==> src/rtl/floor_request_latch.sv <==
// floor_request_latch: decodes floor codes to one-hot, keeps a mask of pending
// hall/car requests, clears a floor when the car arrives there, and derives
// above/below/here flags for the elevator direction logic.
module floor_request_latch #(
  parameter int FLOORS = 8,
  parameter int CODE_W = 4,
  parameter int CNT_W  = 4
) (
  input  logic              clk,
  input  logic              rst,
  input  logic              req_valid,
  input  logic [CODE_W-1:0] req_floor,
  input  logic [CODE_W-1:0] cur_floor,
  input  logic              arrive,
  input  logic              clr_all,
  output logic [FLOORS-1:0] pending,
  output logic [FLOORS-1:0] cur_onehot,
  output logic              req_above,
  output logic              req_below,
  output logic              req_here,
  output logic [CNT_W-1:0]  pend_cnt,
  output logic              req_err
);

  // Per-floor decode: bit i matches code i+1, so codes 0 and >FLOORS give all zero.
  logic [FLOORS-1:0] req_dec, cur_dec;

  for (genvar i = 0; i < FLOORS; i++) begin : g_dec
    assign req_dec[i] = (req_floor == CODE_W'(i + 1));
    assign cur_dec[i] = (cur_floor == CODE_W'(i + 1));
  end

  // A code is valid exactly when its decode has a bit set.
  logic req_ok;
  assign req_ok = |req_dec;

  logic [FLOORS-1:0] pending_q, pending_d;
  logic [FLOORS-1:0] cur_oh_q, cur_oh_d;
  logic [CNT_W-1:0]  cnt_q, cnt_d;
  logic              err_q, err_d;
  logic [FLOORS-1:0] set_mask, clr_mask;

  // Next pending mask: flush wins, then the arrival clear beats a same-floor set.
  always_comb begin
    set_mask  = (req_valid && req_ok) ? req_dec : '0;
    clr_mask  = arrive ? cur_dec : '0;
    pending_d = (pending_q | set_mask) & ~clr_mask;
    if (clr_all) pending_d = '0;
    cur_oh_d  = cur_dec;
    err_d     = req_valid & ~req_ok;
  end

  // Count tracks the next mask so it lines up with the registered pending.
  always_comb begin
    cnt_d = '0;
    for (int i = 0; i < FLOORS; i++) cnt_d = cnt_d + CNT_W'(pending_d[i]);
  end

  // State registers; async reset drops every request.
  always_ff @(posedge clk or posedge rst) begin
    if (rst) begin
      pending_q <= '0;
      cur_oh_q  <= '0;
      cnt_q     <= '0;
      err_q     <= 1'b0;
    end else begin
      pending_q <= pending_d;
      cur_oh_q  <= cur_oh_d;
      cnt_q     <= cnt_d;
      err_q     <= err_d;
    end
  end

  // Direction flags from registered state. cur_oh_q - 1 is all ones when the
  // position is invalid, so every flag is gated by a valid position.
  logic [FLOORS-1:0] below_mask;
  logic              pos_ok;

  always_comb begin
    pos_ok     = |cur_oh_q;
    below_mask = cur_oh_q - FLOORS'(1);
    req_here   = |(pending_q & cur_oh_q);
    req_above  = pos_ok & (|(pending_q & ~(cur_oh_q | below_mask)));
    req_below  = pos_ok & (|(pending_q & below_mask));
  end

  assign pending    = pending_q;
  assign cur_onehot = cur_oh_q;
  assign pend_cnt   = cnt_q;
  assign req_err    = err_q;

endmodule

==> config.mk <==
export PLATFORM = sky130hd
export DESIGN_NAME = floor_request_latch
export DESIGN_NICKNAME = d
export VERILOG_FILES = /design/src/rtl/floor_request_latch.sv
export SDC_FILE = /design/constraint.sdc
export NUM_CORES = 1
export LEC_CHECK = 0
export CAP_MARGIN = 10
export CORE_MARGIN = 2
export CORE_UTILIZATION = 61
export DETAILED_ROUTE_END_ITERATION = 6
export DONT_BUFFER_PORTS = 1
export PLACE_DENSITY = 0.77
export SLEW_MARGIN = 10
export SYNTH_ARGS = -nofsm -noshare
export SYNTH_HDL_FRONTEND = slang
export SYNTH_SLANG_ARGS = --single-unit
==> constraint.sdc <==
create_clock -name clk -period 4.1 [get_ports clk]
set_input_delay 0.82 -clock clk [delete_from_list [all_inputs] [get_ports clk]]
set_output_delay 0.82 -clock clk [all_outputs]
set_load 0.05 [all_outputs]
; ---- Word level (Yosys, flattened, before mapping)
; Index checks and enable logic that the tools add are counted.
[totals]
register_bits = 21
inputBits = 13
out_inout_bits = 24
[op_classes]
addsub = 8
eq_ne = 16
mux = 3
n_bitwise = 12
n_reduce_logical = 6
[ops]
columns = cell, n
row1 = 8-bit OR reduction, 5
row2 = 8-bit AND, 4
row3 = "4-bit by 3-bit == test with 1-bit output, second input constant", 8
row4 = 8-bit two-way mux, 3
row5 = 4-bit by 1-bit adder with 4-bit output, 4
row6 = "4-bit by 2-bit == test with 1-bit output, second input constant", 4
row7 = 8-bit NOT, 2
row8 = 8-bit OR, 2
row9 = "4-bit by 1-bit == test with 1-bit output, second input constant", 2
row10 = "4-bit == test, second input constant", 2
row11 = "8-bit by 1-bit subtractor with 8-bit output, second input constant", 1
row12 = 3-bit by 1-bit adder with 4-bit output, 1
row13 = 2-bit by 1-bit adder with 3-bit output, 1
row14 = 1-bit AND, 3
row15 = 1-bit by 1-bit adder with 2-bit output, 1
row16 = 1-bit logical AND, 1
row17 = 1-bit NOT, 1

; ---- Depth between registers and ports, before layout
[logic_depth]
ltp_word = 14
mapped_depth = 11
depth_no_buf = 11

; ---- Worst setup path after synthesis
; No wires, ideal clock.
[synth_timing]
kind = input-to-reg
from = in req_floor[2]
to = reg cnt_q[2], in the netlist pend_cnt[2]
setup_time_ns = 0.122
t_arrival_ns = 3.740
t_required_ns = 3.978
path_slack_ns = 0.238
cell_stages = 11
n_path_buf = 0
path_cell_list = nor3b_1 -> a21oi_1 -> a311oi_1 -> fa_1 -> inv_1 -> fa_1 -> fa_1 -> inv_1 -> ha_1 -> fa_1 -> xor2_1
[synth_via]
elab_chain_cells = 14
[synth_lines]
columns = item, line_no
row1 = start: declaration, 12  ; input logic [CODE_W-1:0] req_floor,
row2 = 4-bit by 1-bit == test with 1-bit output (tied with other cells), 29  ; assign req_dec[i] = (req_floor == CODE_W'(i + 1));
row3 = 8-bit OR reduction, 35  ; assign req_ok = |req_dec;
row4 = 1-bit logical AND, 45  ; set_mask = (req_valid && req_ok) ? req_dec : '0;
row5 = 8-bit two-way mux (*), 45
row6 = 8-bit OR (*), 47  ; pending_d = (pending_q | set_mask) & ~clr_mask;
row7 = 8-bit AND (*), 47
row8 = 8-bit two-way mux (*), 48  ; if (clr_all) pending_d = '0;
row9 = net pending_d[1], 37  ; logic [FLOORS-1:0] pending_q, pending_d;
row10 = 1-bit by 1-bit adder with 2-bit output (*), 56  ; for (int i = 0; i < FLOORS; i++) cnt_d = cnt_d + CNT_W'(pending_d[i]);
row11 = 2-bit by 1-bit adder with 3-bit output (*), 56
row12 = 3-bit by 1-bit adder with 4-bit output (*), 56
row13 = 4-bit by 1-bit adder with 4-bit output (*) (4 in a row), 56
row14 = net cnt_d[2], 39  ; logic [CNT_W-1:0] cnt_q, cnt_d;
row15 = end signal: assignment, 69  ; cnt_q <= cnt_d;
row16 = end: declaration, 39
; The timed path passes the listed nets; every way through them passes the cells marked *.

; ---- Worst setup path after layout
; Same ends and word-level chain as after synthesis.

==> metrics <==
worst reg-to-reg path cell count 11; Fin. Hold Viols 0; Ys Warns 0; max-cap violations 0; initial core utilization 0.6553; number of diodes 0; CTS sink count 21; drc violations 0; post-CTS setup buffers 0; reg2reg start pending[3]; Layout Nets 164; I/O Pins 37; Crit Path Category in -> reg; worst-path maximum fanout 4; Worst Skew 0.007117 ns; Clock Tree Buf Depth 2; Final HPWL DP 2.265 mm; Yosys reg bits 21; peak supply drop 0.2536 mV; layout cells sized above 1 0.1111; Slowest-stage cell, CP fa_1; Min Clock Period, post-route 3.756 ns; Final Max Tran Viols 0; EDFF count, synth 0; Non-Filler Instances 162; pin count of the biggest net entering global routing 22; worst hold margin 0.5285 ns; Seq/Total Area, Yosys 0.4046; Vias/cell 6.377; CTS tree built; num rows 16; initial antenna violation count 0; syn_nets 155; Most common cell on crit path fa_1; HP Class in -> async; Global Route Usage Sum 0.2527; capturing point of the worst reg2reg path pend_cnt[2]; most common cell after layout, fill and taps aside dfrtp_1; post-route setup slack 0.3443 ns; ANT nets after route 0; Worst setup SP type input port; gate count of the mapped netlist 127; CTS buffer count 3; Relative slew margins 0.4911; # setup viols final 0; Peak Freq 266.3 MHz; Worst setup EP type flop; hold-fix buffers at CTS 0; worst endpoint data arrival time 3.95 ns; Syn-to-layout area delta 7.899%; syn_area_per_cell 10.23 sq um; fillers 152; slowest stage delay, CP 0.49 ns; Synth cell types 35; first-pass GRT wire length 4.830 mm; commonest cells after routing, fill and taps aside dfrtp_1 (21), inv_1 (17), ha_1 (11); ys async rst share 1.000; Synth Flop Type dfrtp_1; Port Buffers 0; DR WL/cell 17.59 um; Reg2Reg Setup Slack 0.71 ns; Die ar. 0.002514 sq mm; clk root buf clkbuf_4; vias in the first global route 1,042; Placed Area 0.001371 sq mm; pre-CTS WS -0.001358 ns; Leakage 0.6543 nW; core area 0.001982 sq mm; RSZ-0062 raised after global routing false; mapped cell area 0.001299 sq mm; placed instance count 158; Die Wd 50.14 um; Die Ht 50.14 um; Starting DRT DRC Count 35; clk_lat worst skew 0.30 ns; Clk pin slew, worst setup/hold paths 0.12 ns; routed vias 1,033; final worst-path cycle share 0.9160; Placer Congestion 0.9096; drt first pass iters 4; critical path cell sequence nor3b_1 > a21oi_1 > a311oi_1 > fa_1 > inv_1 > fa_1 > fa_1 > inv_1 > ha_1 > fa_1 > xor2_1; required time of the critical path 4.30 ns; Post-Layout Inst Area 0.001401 sq mm; Worst Tran Pin Value 0.7625 ns; total grt overflow 0; outcome finished, final reports clean; DRT Wirelength 2.850 mm; Post-CTS Resized 0; CTS H-tree lvls 1; power per cell area 280.6 mW/mm^2
-- area by class of cell --
type | count | area (sq um) | share of cell area
Multi-Input combinational cell | 86 | 695.7 | 0.4964
Sequential cell | 21 | 525.5 | 0.3750
Inverter | 17 | 63.81 | 0.04554
Timing Repair Buffer | 7 | 52.55 | 0.03750
Tap cell | 27 | 33.78 | 0.02411
Clock buffer | 3 | 22.52 | 0.01607
Clock inverter | 1 | 7.507 | 0.005357
-- cell families (layout without fill, tap and decap cells) --
logic type	after synthesis	in the layout	synth area share
and+or+nand+nor	35	35	0.1590
DFF	21	21	0.4046
buffers and inverters	20	28	0.05973
adders and majority gates	15	15	0.1676
AOI/OAI and AO/OA	34	34	0.1956
xor gates and xnor gates	2	2	0.01349
-- power breakdown --
part	internal (W)	switching (W)
sequential	0.000213	0.0000243
combinational	0.0000221	0.0000352
clock	0.0000370	0.0000618
-- per-layer routing --
layer  track usage  wire, um
met5             0         0
met4       0.06019        25
met3       0.04464       198
met2        0.4671      1541
met1        0.3014      1083
-- critical path: cells and delay by family --
kind,cells,cell delay (ns)
AND/OR/NAND/NOR,1,0.32
buffers and inverters,2,0.12
XOR/XNOR,1,0.15
adder cells (fa/ha/maj),5,1.97
AO/OA/AOI/OAI,2,0.56
-- cells in the mapped netlist, types with 2 or more instances --
cell type	count	area share
ha_1	11	0.11
nand2b_1	2	0.0096
nor3b_1	2	0.012
nor2_1	7	0.020
fa_1	4	0.062
a211o_1	3	0.020
xor2_1	2	0.013
nor2b_1	5	0.024
dfrtp_1	21	0.40
a31oi_1	4	0.019
buf_2	2	0.0077
a21oi_1	6	0.023
a22oi_1	8	0.046
nand2_1	3	0.0087
nor3_1	6	0.023
inv_1	17	0.049
a211oi_1	4	0.023
a311oi_1	3	0.020
-- flip-flops by register name (all words and copies together), names as in the netlist --
signal / cells
cur_onehot: 8
pend_cnt: 4
pending: 8
req_err: 1
-- through the flow --
step / total power (W) / utilization / TNS, ns
3_3_place_gp: 0.0002971 / 0.6919 / 0
6_report: 0.0003932 / 0.7071 / 0
3_5_place_dp: 0.0002986 / 0.6919 / -0.001358
4_1_cts: 0.0003950 / 0.7071 / 0
5_1_grt: 0.0004139 / 0.7071 / 0
2_1_floorplan: 0.0002877 / - / 0
-- how the worst max path moves through the flow --
stage            startpoint     endpoint  cells after the start
5_1_grt        req_floor[2]  pend_cnt[2]                     11
3_3_place_gp   req_floor[2]  pend_cnt[2]                     11
6_report       req_floor[2]  pend_cnt[2]                     11
4_1_cts        req_floor[2]  pend_cnt[2]                     11
2_1_floorplan  req_floor[2]  pend_cnt[2]                     11
3_5_place_dp   req_floor[2]  pend_cnt[2]                     11
(Power assumes the default switching activity.)
